## config.mk

```make
export PLATFORM = sky130hd
export DESIGN_NAME = unidade_controle_asteroide_flat
export DESIGN_NICKNAME = d
export VERILOG_FILES = /design/src/rtl/asteroides_pkg.sv /design/src/rtl/unidade_controle_asteroide_if.sv /design/src/rtl/unidade_controle_asteroide_contador_tick.sv /design/src/rtl/unidade_controle_asteroide.sv /design/src/flat_wrapper.sv
export SDC_FILE = /design/constraint.sdc
export NUM_CORES = 1
export LEC_CHECK = 0
export BUFFER_PORTS_ARGS = -buffer_cell sky130_fd_sc_hd__buf_2
export CAP_MARGIN = 20
export CORE_ASPECT_RATIO = 1.1
export CORE_MARGIN = 4
export CORE_UTILIZATION = 30
export CTS_BUF_LIST = sky130_fd_sc_hd__clkbuf_8
export CTS_CLUSTER_SIZE = 8
export DETAILED_ROUTE_END_ITERATION = 12
export SLEW_MARGIN = 20
export SYNTH_ARGS = -nofsm -noshare
export SYNTH_HDL_FRONTEND = slang
export SYNTH_SLANG_ARGS = --single-unit
export TNS_END_PERCENT = 5
```

## constraint.sdc

```tcl
create_clock -name clock -period 3.9 [get_ports clock]
set_input_delay 0 -clock clock [delete_from_list [all_inputs] [get_ports clock]]
set_output_delay 0 -clock clock [all_outputs]
set_load 0.01 [all_outputs]
```

## src/rtl/asteroides_pkg.sv

```systemverilog
// rtl/asteroides_pkg.sv - state encodings and datapath select constants for the asteroid control unit
package asteroides_pkg;

    localparam logic [3:0] E_INICIAL     = 4'd0;
    localparam logic [3:0] E_PREPARA     = 4'd1;
    localparam logic [3:0] E_ESPERA      = 4'd2;
    localparam logic [3:0] E_CALC_X      = 4'd3;
    localparam logic [3:0] E_GRAVA_X     = 4'd4;
    localparam logic [3:0] E_CALC_Y      = 4'd5;
    localparam logic [3:0] E_GRAVA_Y     = 4'd6;
    localparam logic [3:0] E_VERIFICA    = 4'd7;
    localparam logic [3:0] E_COLIDIU     = 4'd8;
    localparam logic [3:0] E_CHECA_VIDAS = 4'd9;
    localparam logic [3:0] E_ACERTOU     = 4'd10;
    localparam logic [3:0] E_FIM         = 4'd11;

    localparam logic COOR_X  = 1'b0;
    localparam logic COOR_Y  = 1'b1;
    localparam logic OP_SOMA = 1'b0;
    localparam logic OP_SUB  = 1'b1;

    typedef enum logic [3:0] {
        INICIAL     = E_INICIAL,
        PREPARA     = E_PREPARA,
        ESPERA      = E_ESPERA,
        CALC_X      = E_CALC_X,
        GRAVA_X     = E_GRAVA_X,
        CALC_Y      = E_CALC_Y,
        GRAVA_Y     = E_GRAVA_Y,
        VERIFICA    = E_VERIFICA,
        COLIDIU     = E_COLIDIU,
        CHECA_VIDAS = E_CHECA_VIDAS,
        ACERTOU     = E_ACERTOU,
        FIM         = E_FIM
    } estado_t;

endpackage

```

## src/rtl/unidade_controle_asteroide_if.sv

```systemverilog
// rtl/unidade_controle_asteroide_if.sv - control/status link between the asteroid FSM and fluxo_dados
interface unidade_controle_asteroide_if;
    logic clear_reg_asteroide;
    logic enable_reg_asteroide_x;
    logic enable_reg_asteroide_y;
    logic select_mux_coor;
    logic select_mux_incremento;
    logic select_sum_sub;
    logic clear_decrementer;
    logic load_decrementer;
    logic ent_decrementer;
    logic colisao;
    logic acertou;
    logic vidas;

    modport master (
        output clear_reg_asteroide, enable_reg_asteroide_x, enable_reg_asteroide_y,
               select_mux_coor, select_mux_incremento, select_sum_sub,
               clear_decrementer, load_decrementer, ent_decrementer,
        input  colisao, acertou, vidas
    );

    modport slave (
        input  clear_reg_asteroide, enable_reg_asteroide_x, enable_reg_asteroide_y,
               select_mux_coor, select_mux_incremento, select_sum_sub,
               clear_decrementer, load_decrementer, ent_decrementer,
        output colisao, acertou, vidas
    );
endinterface

```

## src/rtl/unidade_controle_asteroide_contador_tick.sv

```systemverilog
// rtl/unidade_controle_asteroide_contador_tick.sv - movement tick counter with terminal flag at TICK_CYCLES-1
module contador_tick #(
    parameter int TICK_CYCLES = 50000,
    parameter int CNT_W       = 16
) (
    input  logic clock,
    input  logic reset,
    input  logic clear,
    input  logic enable,
    output logic terminal
);
    logic [CNT_W-1:0] count;

    always_ff @(posedge clock) begin
        if (!reset || clear)
            count <= '0;
        else if (enable)
            count <= count + 1'b1;
    end

    assign terminal = (count == CNT_W'(TICK_CYCLES - 1));
endmodule

```

## src/rtl/unidade_controle_asteroide.sv

```systemverilog
// rtl/unidade_controle_asteroide.sv - Moore FSM sequencing asteroid movement, collision and lives per tick
module unidade_controle_asteroide
    import asteroides_pkg::*;
#(
    parameter int TICK_CYCLES = 50000,
    parameter int CNT_W       = 16
) (
    input  logic        clock,
    input  logic        reset,
    input  logic        iniciar,
    input  logic        dir_x,
    input  logic        dir_y,
    input  logic        rapido,
    output logic        fim_jogo,
    output logic        jogando,
    output logic [3:0]  db_estado,
    unidade_controle_asteroide_if.master dp
);
    estado_t estado, proximo;
    logic    dir_x_q, dir_y_q, rapido_q;
    logic    tick_fim, trava;

    // Directions are frozen at the end of ESPERA so mid-wait changes cannot skew a tick.
    assign trava = (estado == ESPERA) && tick_fim;

    contador_tick #(.TICK_CYCLES(TICK_CYCLES), .CNT_W(CNT_W)) u_contador (
        .clock    (clock),
        .reset    (reset),
        .clear    ((estado != ESPERA) || tick_fim),
        .enable   (estado == ESPERA),
        .terminal (tick_fim)
    );

    always_ff @(posedge clock) begin
        if (!reset) begin
            estado   <= INICIAL;
            dir_x_q  <= 1'b0;
            dir_y_q  <= 1'b0;
            rapido_q <= 1'b0;
        end else begin
            estado <= proximo;
            if (trava) begin
                dir_x_q  <= dir_x;
                dir_y_q  <= dir_y;
                rapido_q <= rapido;
            end
        end
    end

    always_comb begin
        proximo = INICIAL;
        case (estado)
            INICIAL:     proximo = iniciar ? PREPARA : INICIAL;
            PREPARA:     proximo = ESPERA;
            ESPERA:      proximo = tick_fim ? CALC_X : ESPERA;
            CALC_X:      proximo = GRAVA_X;
            GRAVA_X:     proximo = CALC_Y;
            CALC_Y:      proximo = GRAVA_Y;
            GRAVA_Y:     proximo = VERIFICA;
            VERIFICA:    proximo = dp.colisao ? COLIDIU : (dp.acertou ? ACERTOU : ESPERA);
            COLIDIU:     proximo = CHECA_VIDAS;
            CHECA_VIDAS: proximo = dp.vidas ? ESPERA : FIM;
            ACERTOU:     proximo = ESPERA;
            FIM:         proximo = iniciar ? PREPARA : FIM;
            default:     proximo = INICIAL;
        endcase
    end

    always_comb begin
        dp.clear_reg_asteroide    = 1'b0;
        dp.enable_reg_asteroide_x = 1'b0;
        dp.enable_reg_asteroide_y = 1'b0;
        dp.select_mux_coor        = COOR_X;
        dp.select_mux_incremento  = 1'b0;
        dp.select_sum_sub         = OP_SOMA;
        dp.clear_decrementer      = 1'b0;
        dp.load_decrementer       = 1'b0;
        dp.ent_decrementer        = 1'b0;
        fim_jogo                  = 1'b0;
        jogando                   = 1'b1;
        case (estado)
            INICIAL: jogando = 1'b0;
            PREPARA: begin
                dp.clear_reg_asteroide = 1'b1;
                dp.load_decrementer    = 1'b1;
            end
            CALC_X, GRAVA_X: begin
                dp.select_mux_coor        = COOR_X;
                dp.select_sum_sub         = dir_x_q;
                dp.select_mux_incremento  = rapido_q;
                dp.enable_reg_asteroide_x = (estado == GRAVA_X);
            end
            CALC_Y, GRAVA_Y: begin
                dp.select_mux_coor        = COOR_Y;
                dp.select_sum_sub         = dir_y_q;
                dp.select_mux_incremento  = rapido_q;
                dp.enable_reg_asteroide_y = (estado == GRAVA_Y);
            end
            COLIDIU: begin
                dp.ent_decrementer     = 1'b1;
                dp.clear_reg_asteroide = 1'b1;
            end
            ACERTOU: dp.clear_reg_asteroide = 1'b1;
            FIM: begin
                fim_jogo = 1'b1;
                jogando  = 1'b0;
            end
            default: ;
        endcase
    end

    assign db_estado = estado;
endmodule
```

## src/flat_wrapper.sv

```systemverilog
// flat-port wrapper written by rule: the top's interface ports become plain ports
module unidade_controle_asteroide_flat import asteroides_pkg::*;
#(
    parameter int TICK_CYCLES = 50000,
    parameter int CNT_W       = 16
)
  (clock, reset, iniciar, dir_x, dir_y, rapido, fim_jogo, jogando, db_estado, dp_clear_reg_asteroide, dp_enable_reg_asteroide_x, dp_enable_reg_asteroide_y, dp_select_mux_coor, dp_select_mux_incremento, dp_select_sum_sub, dp_clear_decrementer, dp_load_decrementer, dp_ent_decrementer, dp_colisao, dp_acertou, dp_vidas);
  unidade_controle_asteroide_if dp_i ();
  input  logic clock;
  input  logic reset;
  input  logic iniciar;
  input  logic dir_x;
  input  logic dir_y;
  input  logic rapido;
  output logic fim_jogo;
  output logic jogando;
  output logic [3:0] db_estado;
  output wire logic [$bits(dp_i.clear_reg_asteroide)-1:0] dp_clear_reg_asteroide;
  output wire logic [$bits(dp_i.enable_reg_asteroide_x)-1:0] dp_enable_reg_asteroide_x;
  output wire logic [$bits(dp_i.enable_reg_asteroide_y)-1:0] dp_enable_reg_asteroide_y;
  output wire logic [$bits(dp_i.select_mux_coor)-1:0] dp_select_mux_coor;
  output wire logic [$bits(dp_i.select_mux_incremento)-1:0] dp_select_mux_incremento;
  output wire logic [$bits(dp_i.select_sum_sub)-1:0] dp_select_sum_sub;
  output wire logic [$bits(dp_i.clear_decrementer)-1:0] dp_clear_decrementer;
  output wire logic [$bits(dp_i.load_decrementer)-1:0] dp_load_decrementer;
  output wire logic [$bits(dp_i.ent_decrementer)-1:0] dp_ent_decrementer;
  input wire logic [$bits(dp_i.colisao)-1:0] dp_colisao;
  input wire logic [$bits(dp_i.acertou)-1:0] dp_acertou;
  input wire logic [$bits(dp_i.vidas)-1:0] dp_vidas;
  assign dp_clear_reg_asteroide = dp_i.clear_reg_asteroide;
  assign dp_enable_reg_asteroide_x = dp_i.enable_reg_asteroide_x;
  assign dp_enable_reg_asteroide_y = dp_i.enable_reg_asteroide_y;
  assign dp_select_mux_coor = dp_i.select_mux_coor;
  assign dp_select_mux_incremento = dp_i.select_mux_incremento;
  assign dp_select_sum_sub = dp_i.select_sum_sub;
  assign dp_clear_decrementer = dp_i.clear_decrementer;
  assign dp_load_decrementer = dp_i.load_decrementer;
  assign dp_ent_decrementer = dp_i.ent_decrementer;
  assign dp_i.colisao = dp_colisao;
  assign dp_i.acertou = dp_acertou;
  assign dp_i.vidas = dp_vidas;
  unidade_controle_asteroide #(.TICK_CYCLES(TICK_CYCLES), .CNT_W(CNT_W)) u_core (.clock(clock), .reset(reset), .iniciar(iniciar), .dir_x(dir_x), .dir_y(dir_y), .rapido(rapido), .fim_jogo(fim_jogo), .jogando(jogando), .db_estado(db_estado), .dp(dp_i));
endmodule
```

==> key figures <==
CTS
  – Postcts setup bufs: 0
  – CTS H-tree lvls: 1
  – Max clock buf depth: 2
  – Sink Count: 23
  – CTS tree: done
  – Clock-pin slew on the worst setup and hold paths: 80 ps
  – Clock insertion delay at the later pin of the skew report: 260 ps
  – Clk root buf: clkbuf_8
  – CTS buffer count: 3

Worst setup path
  – Setup Crit Path Kind: register to register
  – Worst Setup End Kind: register
  – Req. time, crit path: 4050 ps
  – Crit Reg-Reg Endpoint: u_core.u_contador.count[15]$_SDFFE_PP0N_
  – Setup slack, reg-to-reg: 1640 ps
  – R2R depth: 4
  – Crit start category: register
  – Worst-path maximum fanout: 17
  – WP data arrival: 2400 ps
  – Worst r2r src: u_core.db_estado[1]$_SDFF_PN0_

Flow run
  – Total of max-cap violations: 0

Hold path
  – Hold Crit Start: reset
  – Worst Hold Path Cells: 2
  – Hold Path Sink: u_core.db_estado[0]$_SDFF_PN0_
  – Type of the most critical hold path: input pin to register

Route
  – DRC viols: 0
  – DR WL/cell: 11.52 um
  – Initial DRC Count: 49
  – Routed WL: 2.604 mm
  – Drt first pass iters: 4
  – Vias per inst: 4.796
  – Routed vias: 1,084
  – Final ANT Viol Nets: 0

Power and ir drop
  – P_leak: 0.5497 nW
  – Power, Total: 0.0004310 W
  – Peak VDD IR: 0.0001512 V
  – Power density over the cells: 284.4 nW/um2

Die
  – Row cnt: 24
  – Vert. Die Dim: 77.21 um
  – Total die area: 5475 um2
  – Core Box Area: 4084 um2
  – Initial core utilization: 31.99%
  – Ports: 24
  – Chip width: 70.92 um

Yosys
  – Commonest cells post-synth: 23 x dfxtp_1, 22 x nor2_1, 13 x nand2_1, 10 x xnor2_1, 9 x nor3_1
  – Simple-gate share of the synthesized area: 37.74%
  – Main synth FF type: dfxtp_1
  – Synthesized area: 1306 um2
  – Sequential-to-total area share from yosys stat: 35.25%
  – Syn Nets: 163
  – EDFF count, synth: 0
  – Xor/xnor share of the synthesized area: 8.716%
  – Fraction of synthesized area in multiplexers: 5.460%
  – Area leader, netlist: dfxtp_1
  – Compound-cell area share of the yosys netlist: 7.280%
  – Mapped Cells: 153
  – Yosys reg bits: 23
  – Synth top area share: 35.25%
  – Main combinational cell family by area after synthesis: simple AND/OR/NAND/NOR gates
  – Most common cell in the synthesized netlist: dfxtp_1
  – Average size of a mapped cell: 8.538 um2
  – Area contributors post-synth: dfxtp_1 35%, xnor2_1 6.7%, nor2_1 6.3%, mux2i_1 4.6%, nand2_1 3.7%
  – Yosys cell types: 40
  – Yosys Warn Count: 0
  – Async set-reset flop share out of synthesis: 0%
  – Post-Synth Adder-Cell Area: 0.9579%

Placed design
  – Port Buf Inserts: 22
  – GPL Wtd Cong: 0.7529
  – Inst Count DP: 219
  – Post-DP HPWL: 1.891 mm

STA
  – WHS: 45.05 ps
  – Clk_skew: 1.327 ps
  – RSZ-0062 raised after global routing: false
  – Fin. Hold Viols: 0
  – Final Cycle Share: 57.89%
  – Fmax: 0.4429 GHz
  – Setup TNS: 0 ps
  – Worst Tran Pin Value: 544.6 ps
  – Crit path time final: 2258 ps
  – # setup viols final: 0
  – Relative slew slack: 63.64%
  – Max Slew Vio Count: 0

GRT
  – Antenna violations before repair: 0
  – First-pass GRT wire length: 4.464 mm
  – Largest net degree at the start of global routing: 18
  – GRT Total Usage: 10.11%
  – Vias in the first global route: 965
  – Final global-route overflow total: 0

Final layout
  – Footprint of the multi-input gates: 789.5 um2
  – Total Nets Final: 185
  – Layout Cells excl Fill: 226
  – ANT cells: 0
  – Proportion of layout cells with a drive suffix above 1: 20.69%
  – Storage cell area: 460.4 um2
  – Area grow syn2layout: 16.00%
  – # fillers: 445

Status
  – Status: complete, no violations
[sequential cells by signal (all words and copies together), names as in the netlist]
name                     count
u_core.u_contador.count     16
u_core.dir_y_q               1
u_core.rapido_q              1
u_core.db_estado             4
u_core.dir_x_q               1
[final cells by class]
| type | instances | area share (%) |
|---|---|---|
| multi-input combinational | 118 | 52.11 |
| sequential | 23 | 30.39 |
| timing repair buffer | 25 | 9.249 |
| tap | 52 | 4.294 |
| clock buffer | 3 | 2.725 |
| inverter | 4 | 0.9909 |
| clock inverter | 1 | 0.2477 |
[per-layer routing]
| metal | track usage [%] | part of all wire (%) | vias up |
|---|---|---|---|
| met5 | 0 | 0 | - |
| met4 | 5.075 | 1.7 | 0 |
| met3 | 1.961 | 4.4 | 4 |
| met2 | 16.05 | 44 | 29 |
| met1 | 12.89 | 50 | 467 |
| li1 | - | - | 584 |
[stage by stage]
| step | util, % | setup WS (ps) | area, um2 |
|---|---|---|---|
| 3_5_place_dp | 35.26 | 1633 | 1440 |
| 4_1_cts | 37.10 | 1626 | 1515 |
| 5_1_grt | 37.10 | 1439 | 1515 |
| 3_3_place_gp | 35.26 | 1703 | 1440 |
| 6_report | 37.10 | 1642 | 1515 |
| 2_1_floorplan | - | 2047 | 1306 |
[critical path: stages (launching register included)]
cell and delay (ps):
dfxtp_1 640, or4b_1 730, nor4_4 450, mux2i_1 260, nor3_2 60
[logic make-up after synthesis]
kind of cell	count (synthesis)
multiplexers	7
other	1
XOR/XNOR	13
adder cells (fa/ha/maj)	1
buffers and inverters	12
flip-flops	23
AND/OR/NAND/NOR	83
AO/OA/AOI/OAI	13
[what timing repair did]
action,CTS,global route
gates resized for setup,0,0
hold buffers,3,0
hold endpoints to repair,3,0
[report_power, final]
group          switching, W  leakage, nW  internal (W)
clock             0.0000736       0.0269     0.0000702
combinational     0.0000215        0.337     0.0000193
sequential       0.00000914        0.186      0.000237
[worst max-delay path by stage]
stage | from | endpoint
6_report | u_core.db_estado[1]$_SDFF_PN0_ | u_core.u_contador.count[15]$_SDFFE_PP0N_
5_1_grt | u_core.db_estado[1]$_SDFF_PN0_ | u_core.dir_x_q$_SDFFE_PN0P_
4_1_cts | u_core.db_estado[1]$_SDFF_PN0_ | u_core.rapido_q$_SDFFE_PN0P_
3_5_place_dp | u_core.db_estado[1]$_SDFF_PN0_ | u_core.dir_y_q$_SDFFE_PN0P_
3_3_place_gp | u_core.db_estado[1]$_SDFF_PN0_ | u_core.u_contador.count[15]$_SDFFE_PP0N_
2_1_floorplan | u_core.db_estado[1]$_SDFF_PN0_ | u_core.u_contador.count[15]$_SDFFE_PP0N_
[placed cells by master, fill, tap and decap left out, drive strengths merged, types with 2 or more instances in the layout]
cell / instances
xor2: 3
a2111oi: 2
nand4: 4
or2: 2
inv: 5
clkbuf: 3
nor3b: 2
nand2b: 3
mux2i: 6
or4b: 3
nand3: 6
a21oi: 3
nand2: 13
dlygate4sd3: 3
xnor2: 10
buf: 22
nor3: 11
a21o: 2
nor2b: 3
nor2: 22
nor4b: 2
and2: 2
nor4: 7
dfxtp: 23
Power figures use the tool's default switching activity.
